**src/rtl/dma_read_master.sv**
```systemverilog
// Avalon-MM burst read master: reads line_count lines of read_length bytes
// into a show-ahead FIFO. Ports: control_* job setup/status, master_* Avalon
// read command/response, user_* FIFO pop side. Async active-low reset.
`timescale 1ns/1ps
module dma_read_master #(
    parameter int DATA_WIDTH = 32,
    parameter int ADDR_WIDTH = 32,
    parameter int MAX_BURST  = 8,
    parameter int FIFO_DEPTH = 64
) (
    input  logic                        clk_clk,
    input  logic                        reset_reset_n,
    input  logic                        control_go,
    input  logic                        control_fixed_location,
    input  logic [ADDR_WIDTH-1:0]       control_read_base,
    input  logic [31:0]                 control_read_length,
    input  logic [15:0]                 control_line_count,
    input  logic [ADDR_WIDTH-1:0]       control_line_stride,
    input  logic                        control_abort,
    output logic                        control_busy,
    output logic                        control_early_done,
    output logic                        control_done,
    input  logic                        user_read_buffer,
    output logic [DATA_WIDTH-1:0]       user_buffer_output_data,
    output logic                        user_data_available,
    output logic [ADDR_WIDTH-1:0]       master_address,
    output logic                        master_read,
    output logic [$clog2(MAX_BURST):0]  master_burstcount,
    output logic [DATA_WIDTH/8-1:0]     master_byteenable,
    input  logic [DATA_WIDTH-1:0]       master_readdata,
    input  logic                        master_readdatavalid,
    input  logic                        master_waitrequest
);
    localparam int BPW    = DATA_WIDTH / 8;
    localparam int BPW_SH = $clog2(BPW);
    localparam int BW     = $clog2(MAX_BURST) + 1;
    localparam int PW     = $clog2(FIFO_DEPTH);
    localparam int CW     = PW + 1;

    typedef enum logic [1:0] {S_IDLE, S_ISSUE, S_DRAIN, S_ABORT} state_t;

    state_t                state_q, state_d;
    logic                  fixed_q, fixed_d;
    logic [ADDR_WIDTH-1:0] base_q, base_d;
    logic [ADDR_WIDTH-1:0] stride_q, stride_d;
    logic [ADDR_WIDTH-1:0] line_start_q, line_start_d;
    logic [ADDR_WIDTH-1:0] addr_q, addr_d;
    logic [31:0]           line_words_q, line_words_d;
    logic [31:0]           words_left_q, words_left_d;
    logic [15:0]           lines_left_q, lines_left_d;
    logic                  read_q, read_d;
    logic [BW-1:0]         burst_q, burst_d;
    logic [CW-1:0]         out_q, out_d;
    logic                  done_q, done_d;
    logic [PW-1:0]         wr_ptr_q, wr_ptr_d;
    logic [PW-1:0]         rd_ptr_q, rd_ptr_d;
    logic [CW-1:0]         count_q, count_d;
    logic [DATA_WIDTH-1:0] mem_q [FIFO_DEPTH];

    logic          accept, live, push, pop, flush, rsp;
    logic          end_of_line, last_cmd, credit_ok;
    logic [BW-1:0] burst_next;
    logic [31:0]   req_words;

    assign req_words = control_read_length >> BPW_SH;

    always_comb begin
        state_d      = state_q;
        fixed_d      = fixed_q;
        base_d       = base_q;
        stride_d     = stride_q;
        line_start_d = line_start_q;
        addr_d       = addr_q;
        line_words_d = line_words_q;
        words_left_d = words_left_q;
        lines_left_d = lines_left_q;
        read_d       = read_q;
        burst_d      = burst_q;
        done_d       = 1'b0;
        wr_ptr_d     = wr_ptr_q;
        rd_ptr_d     = rd_ptr_q;
        count_d      = count_q;

        accept = read_q && !master_waitrequest;
        live   = (state_q == S_ISSUE) || (state_q == S_DRAIN);
        push   = master_readdatavalid && live && !control_abort;
        pop    = user_read_buffer && (count_q != '0);
        flush  = (state_q == S_ABORT) || (live && control_abort);
        rsp    = master_readdatavalid && (state_q != S_IDLE);

        end_of_line = (words_left_q == 32'(burst_q));
        last_cmd    = end_of_line && (lines_left_q == 16'd1);

        if (words_left_q >= 32'(MAX_BURST)) burst_next = BW'(MAX_BURST);
        else                                burst_next = words_left_q[BW-1:0];

        // Reserve room for every word already requested, not just stored ones.
        credit_ok = (32'(count_q) + 32'(out_q) + 32'(burst_next))
                    <= 32'(FIFO_DEPTH);

        out_d = out_q + (accept ? CW'(burst_q) : CW'(0))
                      - (rsp ? CW'(1) : CW'(0));

        if (accept) begin
            read_d  = 1'b0;
            burst_d = '0;
            if (end_of_line) begin
                lines_left_d = lines_left_q - 16'd1;
                words_left_d = line_words_q;
                line_start_d = line_start_q + stride_q;
                addr_d = fixed_q ? base_q : line_start_q + stride_q;
            end else begin
                words_left_d = words_left_q - 32'(burst_q);
                addr_d = fixed_q ? base_q
                       : addr_q + (ADDR_WIDTH'(burst_q) << BPW_SH);
            end
        end

        if (flush) begin
            wr_ptr_d = '0;
            rd_ptr_d = '0;
            count_d  = '0;
        end else begin
            if (push) wr_ptr_d = wr_ptr_q + PW'(1);
            if (pop)  rd_ptr_d = rd_ptr_q + PW'(1);
            count_d = count_q + (push ? CW'(1) : CW'(0))
                              - (pop ? CW'(1) : CW'(0));
        end

        unique case (state_q)
            S_IDLE: begin
                if (control_go) begin
                    if (req_words == 32'd0 || control_line_count == 16'd0) begin
                        done_d = 1'b1;
                    end else begin
                        state_d      = S_ISSUE;
                        fixed_d      = control_fixed_location;
                        base_d       = control_read_base;
                        stride_d     = control_line_stride;
                        line_start_d = control_read_base;
                        addr_d       = control_read_base;
                        line_words_d = req_words;
                        words_left_d = req_words;
                        lines_left_d = control_line_count;
                    end
                end
            end
            S_ISSUE: begin
                // A stalled read stays up through abort until accepted.
                if (control_abort) begin
                    state_d = S_ABORT;
                end else if (accept && last_cmd) begin
                    state_d = S_DRAIN;
                end else if (!read_q && credit_ok) begin
                    read_d  = 1'b1;
                    burst_d = burst_next;
                end
            end
            S_DRAIN: begin
                if (control_abort) begin
                    state_d = S_ABORT;
                end else if (out_q == '0) begin
                    state_d = S_IDLE;
                    done_d  = 1'b1;
                end
            end
            S_ABORT: begin
                if (!read_q && out_q == '0) begin
                    state_d = S_IDLE;
                    done_d  = 1'b1;
                end
            end
        endcase
    end

    always_ff @(posedge clk_clk or negedge reset_reset_n) begin
        if (!reset_reset_n) begin
            state_q      <= S_IDLE;
            fixed_q      <= 1'b0;
            base_q       <= '0;
            stride_q     <= '0;
            line_start_q <= '0;
            addr_q       <= '0;
            line_words_q <= '0;
            words_left_q <= '0;
            lines_left_q <= '0;
            read_q       <= 1'b0;
            burst_q      <= '0;
            out_q        <= '0;
            done_q       <= 1'b0;
            wr_ptr_q     <= '0;
            rd_ptr_q     <= '0;
            count_q      <= '0;
        end else begin
            state_q      <= state_d;
            fixed_q      <= fixed_d;
            base_q       <= base_d;
            stride_q     <= stride_d;
            line_start_q <= line_start_d;
            addr_q       <= addr_d;
            line_words_q <= line_words_d;
            words_left_q <= words_left_d;
            lines_left_q <= lines_left_d;
            read_q       <= read_d;
            burst_q      <= burst_d;
            out_q        <= out_d;
            done_q       <= done_d;
            wr_ptr_q     <= wr_ptr_d;
            rd_ptr_q     <= rd_ptr_d;
            count_q      <= count_d;
        end
    end

    always_ff @(posedge clk_clk) begin
        if (push) mem_q[wr_ptr_q] <= master_readdata;
    end

    assign control_busy            = (state_q != S_IDLE);
    assign control_early_done      = (state_q == S_DRAIN) && (out_q != '0);
    assign control_done            = done_q;
    assign user_buffer_output_data = mem_q[rd_ptr_q];
    assign user_data_available     = (count_q != '0);
    assign master_address          = addr_q;
    assign master_read             = read_q;
    assign master_burstcount       = burst_q;
    assign master_byteenable       = '1;

endmodule

```
**config.mk**
```make
export PLATFORM = sky130hd
export DESIGN_NAME = dma_read_master
export DESIGN_NICKNAME = d
export VERILOG_FILES = /design/src/rtl/dma_read_master.sv
export SDC_FILE = /design/constraint.sdc
export NUM_CORES = 2
export LEC_CHECK = 0
export BUFFER_PORTS_ARGS = -buffer_cell sky130_fd_sc_hd__buf_4
export CORE_MARGIN = 2
export CORE_UTILIZATION = 60
export DETAILED_ROUTE_END_ITERATION = 7
export PLACE_DENSITY = 0.86
export SLEW_MARGIN = 10
export SYNTH_ARGS = -nofsm -noshare
export SYNTH_HDL_FRONTEND = slang
export SYNTH_SLANG_ARGS = --single-unit
```
**constraint.sdc**
```tcl
create_clock -name clk_clk -period 13.8 [get_ports clk_clk]
set_clock_uncertainty 0.2 [all_clocks]
set_input_delay 1.38 -clock clk_clk [delete_from_list [all_inputs] [get_ports clk_clk]]
set_output_delay 1.38 -clock clk_clk [all_outputs]
set_load 0.1 [all_outputs]
```
==> After elaboration in Yosys (flattened, before gate mapping) <==
Memory sizes are Yosys's and may differ from the RTL's.
Cells that the tools add are included.
{ "word_totals": {"register_bits": 241, "latch_bits": 0, "mem_bits_rw": 2048, "rom_bits": 0, "out_inout_bits": 77, "memories": 1} }
{ "memory_table": {"columns": ["memory", "words", "word_bits", "rd", "rd_ports_with_merged_regs", "wr", "line", "text"], "rows": [
  ["mem_q", 64, 32, 1, 0, 1, "58", "logic [DATA_WIDTH-1:0] mem_q [FIFO_DEPTH];"]
]} }
{ "classes": {"n_addsub": 12, "mul": 0, "n_div": 0, "magnitude_cmp": 2, "n_eq_ne": 10, "shift": 0, "muxes": 58, "bitwise_logic": 1, "reduce_logical": 28} }
{ "op_table": {"columns": ["cell", "count"], "rows": [
  ["32-bit two-way mux", 17],
  ["16-bit two-way mux", 5],
  ["32-bit adder", 1],
  ["32-bit by 6-bit adder with 32-bit output", 1],
  ["32-bit by 4-bit == test with 1-bit output", 1],
  ["32-bit by 4-bit >= comparator with 1-bit output (second input constant)", 1],
  ["32-bit zero test", 1],
  ["32-bit by 4-bit subtractor with 32-bit output", 1],
  ["4-bit two-way mux", 7],
  ["6-bit two-way mux", 4],
  ["16-bit by 1-bit == test with 1-bit output (second input constant)", 1],
  ["16-bit zero test", 1],
  ["16-bit by 1-bit subtractor with 16-bit output (second input constant)", 1],
  ["1-bit two-way mux", 15],
  ["2-bit two-way mux", 7],
  ["7-bit nonzero test", 2],
  ["7-bit by 1-bit subtractor with 7-bit output", 2],
  ["6-bit by 1-bit adder with 6-bit output (second input constant)", 2],
  ["1-bit logical AND", 11],
  ["8-bit by 4-bit adder with 9-bit output", 1],
  ["9-bit by 7-bit less-or-equal comparator with 1-bit output (second input constant)", 1],
  ["7-bit by 7-bit adder with 8-bit output", 1],
  ["2-bit case mux with 4 select lines", 1],
  ["7-bit by 1-bit adder with 7-bit output", 1],
  ["17 further kinds", 25]
]} }

==> Longest topological paths before layout <==
{ "depth": {"ltp_word": 9, "depth_mapped": 20, "mapped_depth_nobuf": 19} }

==> Worst setup path before layout <==
No wires, ideal clock.
{ "synth_path": {"path_kind": "register to register", "start": "reg words_left_q[4]", "end": "reg burst_q[1], in the netlist master_burstcount[1]", "setup_time_ns": 0.125, "arrival_time_ns": 5.063, "required_ns": 13.475, "setup_slack_ns": 8.412, "stages_incl_launch_ff": 21, "period_less_slack_ns": 5.388, "path_cell_list": "dfrtp_1 > or3_4 > or4_1 > buf_2 > nor4_4 > nand2_1 > nor2_1 > nand2_1 > fa_1 > inv_1 > ha_1 > inv_1 > fa_1 > nor2b_1 > o21a_1 > o21a_1 > nand3_1 > o22a_1 > o22a_1 > a2111oi_1 > mux2_2"} }
{ "synth_between": {"elab_chain_cells": 9} }
{ "synth_lines": {"columns": ["item", "line", "text"], "rows": [
  ["start, declared", "49", "logic [31:0] words_left_q, words_left_d;"],
  ["start signal, assigned", "202", "words_left_q <= words_left_d;"],
  ["32-bit by 4-bit >= comparator with 1-bit output", "94", "if (words_left_q >= 32'(MAX_BURST)) burst_next = BW'(MAX_BURST);"],
  ["4-bit two-way mux", "94", null],
  ["8-bit by 4-bit adder with 9-bit output", "98", "credit_ok = (32'(count_q) + 32'(out_q) + 32'(burst_next))"],
  ["9-bit by 7-bit less-or-equal comparator with 1-bit output", "99", "<= 32'(FIFO_DEPTH);"],
  ["1-bit logical AND", "154", "end else if (!read_q && credit_ok) begin"],
  ["4-bit two-way mux", "154", null],
  ["4-bit two-way mux (*)", "152", "end else if (accept && last_cmd) begin"],
  ["4-bit two-way mux (*)", "150", "if (control_abort) begin"],
  ["4-bit two-way mux (*)", "130", "unique case (state_q)"],
  ["via burst_d[1]", "52", "logic [BW-1:0] burst_q, burst_d;"],
  ["end signal, assigned", "205", "burst_q <= burst_d;"],
  ["end, declared", "52", null]
]} }
The timed path passes the listed nets; every way through them passes the cells marked *.
A chain may end at the register's enable or synchronous reset.

==> Worst setup path in the final report <==
{ "layout_path": {"start": "reg rd_ptr_q[1]", "end": "out user_buffer_output_data[9]"} }
{ "layout_between": {"elab_chain_cells": 1} }
{ "layout_lines": {"columns": ["item", "line", "text"], "rows": [
  ["start, declared", "56", "logic [PW-1:0] rd_ptr_q, rd_ptr_d;"],
  ["start signal, assigned", "209", "rd_ptr_q <= rd_ptr_d;"],
  ["memory 64 x 32 bit", null, null],
  ["end, declared", "24", "output logic [DATA_WIDTH-1:0] user_buffer_output_data,"]
]} }
No other way between the ends.

==> summary.md <==
| Metric | Value |
|---|---|
| Post-DR wirelength/cell | 40.0 µm |
| Synth area leaders | edfxtp_1 (66%), mux4_2 (16%), dfrtp_1 (6.5%) |
| Fin crit share | 60.1% |
| Max-cap viol count | 0 |
| Grt ovf | 0 |
| Vias per inst | 7.33 |
| Worst-path clk slew | 0.06 ns |
| Die area | 0.157 mm² |
| Status | finished, final reports clean |
| Routed WL | 293,000 µm |
| Max frequency | 0.121 GHz |
| Global Route Usage Sum | 37.5% |
| Sw Pwr | 7270 µW |
| Clk pwr share | 29.0% |
| Core area | 0.154 mm² |
| Post-CTS sizing | 0 |
| Post-synth EDFFs | 2,048 |
| Number of global-route vias before repair | 53,200 |
| Register area share after synthesis | 73.0% |
| Top cells by count, synth | edfxtp_1 (2,048), mux4_2 (672), nand2_1 (428), dfrtp_1 (241), nor2_1 (206) |
| DR iter-0 viols | 9,137 |
| H-tree Lvls | 4 |
| DR DRC count | 0 |
| Die width | 397 µm |
| Gate Count Post-Synth | 4,784 |
| Pre-Repair DR Iteration Count | 6 |
| Rows | 144 |
| Cell Area, Synth | 0.0926 mm² |
| Fin. Hold Viols | 0 |
| Pins Over Slew Limit | 0 |
| Slowest cell on the critical path | buf_4 |
| Peak supply drop | 231 µV |
| Total internal power | 13,800 µW |
| Hold Path Class | register to register |
| Cts hold-fix bufs | 0 |
| Power share of the combinational group | 31.6% |
| Min-Delay Endpoint | base_q[23] |
| Min-delay src | base_q[23] |
| Share of layout cells above drive strength 1 | 26.5% |
| Min-Delay Path Depth | 2 |
| DR vias | 53,700 |
| Critical path buffers and inverters | 4 |
| Cell Chain, Critical Path | buf_4 -> buf_4 -> buf_4 -> mux4_2 -> mux4_2 -> mux4_2 -> buf_4 |
| Count leader, synth | edfxtp_1 |
| RSZ-0062 raised after global routing | no |
| Critical Path Max Stage Delay | 1.04 ns |
| Clock latency on the worst-skew pair | 0.88 ns |
| Worst slew pin tran | 1.45 ns |
| Net count, final | 5,310 |
| Synth-to-layout area growth | 12.7% |
| Input/output buffers | 222 |
| Flop pwr share | 39.4% |
| Worst Path Required | 12.22 ns |
| Most used cell, CP | buf_4 |
| Root buffer cell | clkbuf_16 |
| Worst path top cell family by delay | buffers and inverters |
| Clk buf depth | 3 |
| Worst-case reg-to-reg path depth | 20 |
| Worst Setup Start Kind | register |
| TritonCTS Buffers | 210 |
| Pwr/cell area | 202 mW/mm² |
| Pleak | 0.0338 µW |
| Cell taking the most area after synthesis | edfxtp_1 |
| Final Wtd Congestion | 0.908 |
| Rel. slew slack | 3.34% |
| CP max FO | 72 |
| Post-route minimum period | 8.30 ns |
| TritonCTS clock tree | built |
| DIE HEIGHT | 397 µm |
| R2R Path End | master_burstcount[2] |
| Setup CP Type | register to primary output |
| R2R Path Start | words_left_q[14] |
| Setup-failing EPs final | 0 |
| Util after Layout | 67.9% |
| Top-area cell type share of the netlist area | 66.4% |
| DRT antenna net count | 0 |
| Ports | 229 |
| Synth cell types | 79 |
| Setup bufs post-CTS | 0 |
| Top_reg_cell synth | edfxtp_1 |
| FF+latch count, synth | 2,289 |
| Initial antenna violation count | 43 |
| Mean post-synth cell area | 19.3 µm² |
| Critical Path AT | 6.72 ns |
| Flop-to-flop setup slack | 8.19 ns |
| Clock sink count | 2,289 |
| HPWL Detailed | 147,000 µm |
| Synth Warn # | 0 |
| Initial core utilization | 60.2% |
| Switching share of power | 34.6% |
| Crit end category | primary output |
| Total Neg Setup Slack | 0 ns |
| Largest net degree at the start of global routing | 185 |
| Asr flop ratio synth | 10.5% |
| First-pass GRT wire length | 408,000 µm |
==> logic make-up (layout without fill, tap and decap cells) <==
family	count (synthesis)	count (layout)	synth area share [%]
AOI/OAI and AO/OA	441	441	2.95
xor gates and xnor gates	83	83	0.800
adders and majority gates	87	87	1.26
buffers and inverters	322	786	1.33
DFF	2289	2289	73.0
muxes	686	686	16.5
other	1	32	0.00405
and+or+nand+nor	875	875	4.20
==> cell type report <==
| type | instances | area [µm²] |
|---|---|---|
| sequential | 2289 | 67500 |
| fill | 8751 | 49400 |
| multi-input combinational | 2176 | 24300 |
| clock buffer | 273 | 5630 |
| tap | 2044 | 2560 |
| timing repair buffer | 324 | 2500 |
| clock inverter | 119 | 1420 |
| inverter | 70 | 263 |
| antenna | 28 | 70.1 |
==> sequential cells by signal, indices dropped and copies added, names as in the netlist <==
register and cells:
stride_q 32, count_q 7, words_left_q 32, mem_q 2048, rd_ptr_q 6, master_burstcount 4, line_words_q 30, master_address 32
state_q 2, out_q 7, master_read 1, wr_ptr_q 6, control_done 1, lines_left_q 16, base_q 32, fixed_q 1
line_start_q 32
==> stage by stage <==
stage	std cells	power [µW]	setup WS (ns)	hold slack, ns	area [µm²]
floorplan	4787	12900	8.41	0.238	92600
global placement	6903	14400	7.10	0.252	97200
detailed placement	6903	14700	6.77	0.259	97200
CTS	7295	20900	5.71	0.274	104000
global route	7314	21600	5.55	0.289	104000
finish	7323	21000	5.50	0.274	104000
==> worst max path at each step <==
| stage | start | end | slack (ns) | cells after the start |
|---|---|---|---|---|
| floorplan | words_left_q[4] | master_burstcount[1] | 8.41 | 20 |
| global placement | rd_ptr_q[1] | user_buffer_output_data[15] | 7.10 | 7 |
| detailed placement | rd_ptr_q[1] | user_buffer_output_data[9] | 6.77 | 7 |
| CTS | rd_ptr_q[1] | user_buffer_output_data[9] | 5.71 | 7 |
| global route | rd_ptr_q[1] | user_buffer_output_data[9] | 5.55 | 7 |
| finish | rd_ptr_q[1] | user_buffer_output_data[9] | 5.50 | 7 |
==> tightest hold or removal path, cell delays in order (launching register included) <==
cell and delay (ns):
dfrtp_1 0.34, nand2_1 0.05, nand2_1 0.06
==> power by group through the flow <==
stage	clock [µW]	sequential, µW	combinational, µW
after floorplan	0	8610	4300
after global placement	0	8400	6000
after detailed placement	0	8420	6290
after CTS	6090	8280	6500
after global routing	6320	8320	6940
final	6100	8290	6650
==> routing by layer <==
| metal | GRT usage [%] | vias to the layer above | part of all wire [%] | wire (µm) |
|---|---|---|---|---|
| li1 | - | 20000 | - | - |
| met1 | 45.5 | 27000 | 30 | 87600 |
| met2 | 59.0 | 5372 | 48 | 141000 |
| met3 | 10.5 | 1288 | 14 | 40000 |
| met4 | 25.8 | 18 | 8.2 | 24000 |
| met5 | 0.677 | - | 0.040 | 116 |
==> cells in the final DEF (no fill, tap or decap), types with 18 or more instances in the layout <==
cell type	synthesis	routed
o21ai_0	120	120
xor2_1	35	35
nor2_4	0	66
a211oi_1	20	20
nor2b_1	18	18
nand2_1	428	428
xnor2_1	47	47
clkinv_2	0	31
nand3_1	53	52
diode_2	0	28
a21o_1	19	19
nor3_1	31	30
ha_1	77	77
dfrtp_1	241	235
a21oi_1	114	114
nor2_1	206	140
buf_4	4	318
inv_1	70	70
edfxtp_1	2048	2048
clkbuf_16	0	210
clkbuf_1	183	49
bufinv_16	0	22
or3_1	24	24
a31oi_1	35	35
clkinv_1	0	42
nor4_1	18	18
mux4_2	672	672
o22ai_1	19	19
nand4_1	22	22
(Power assumes the default switching activity.)
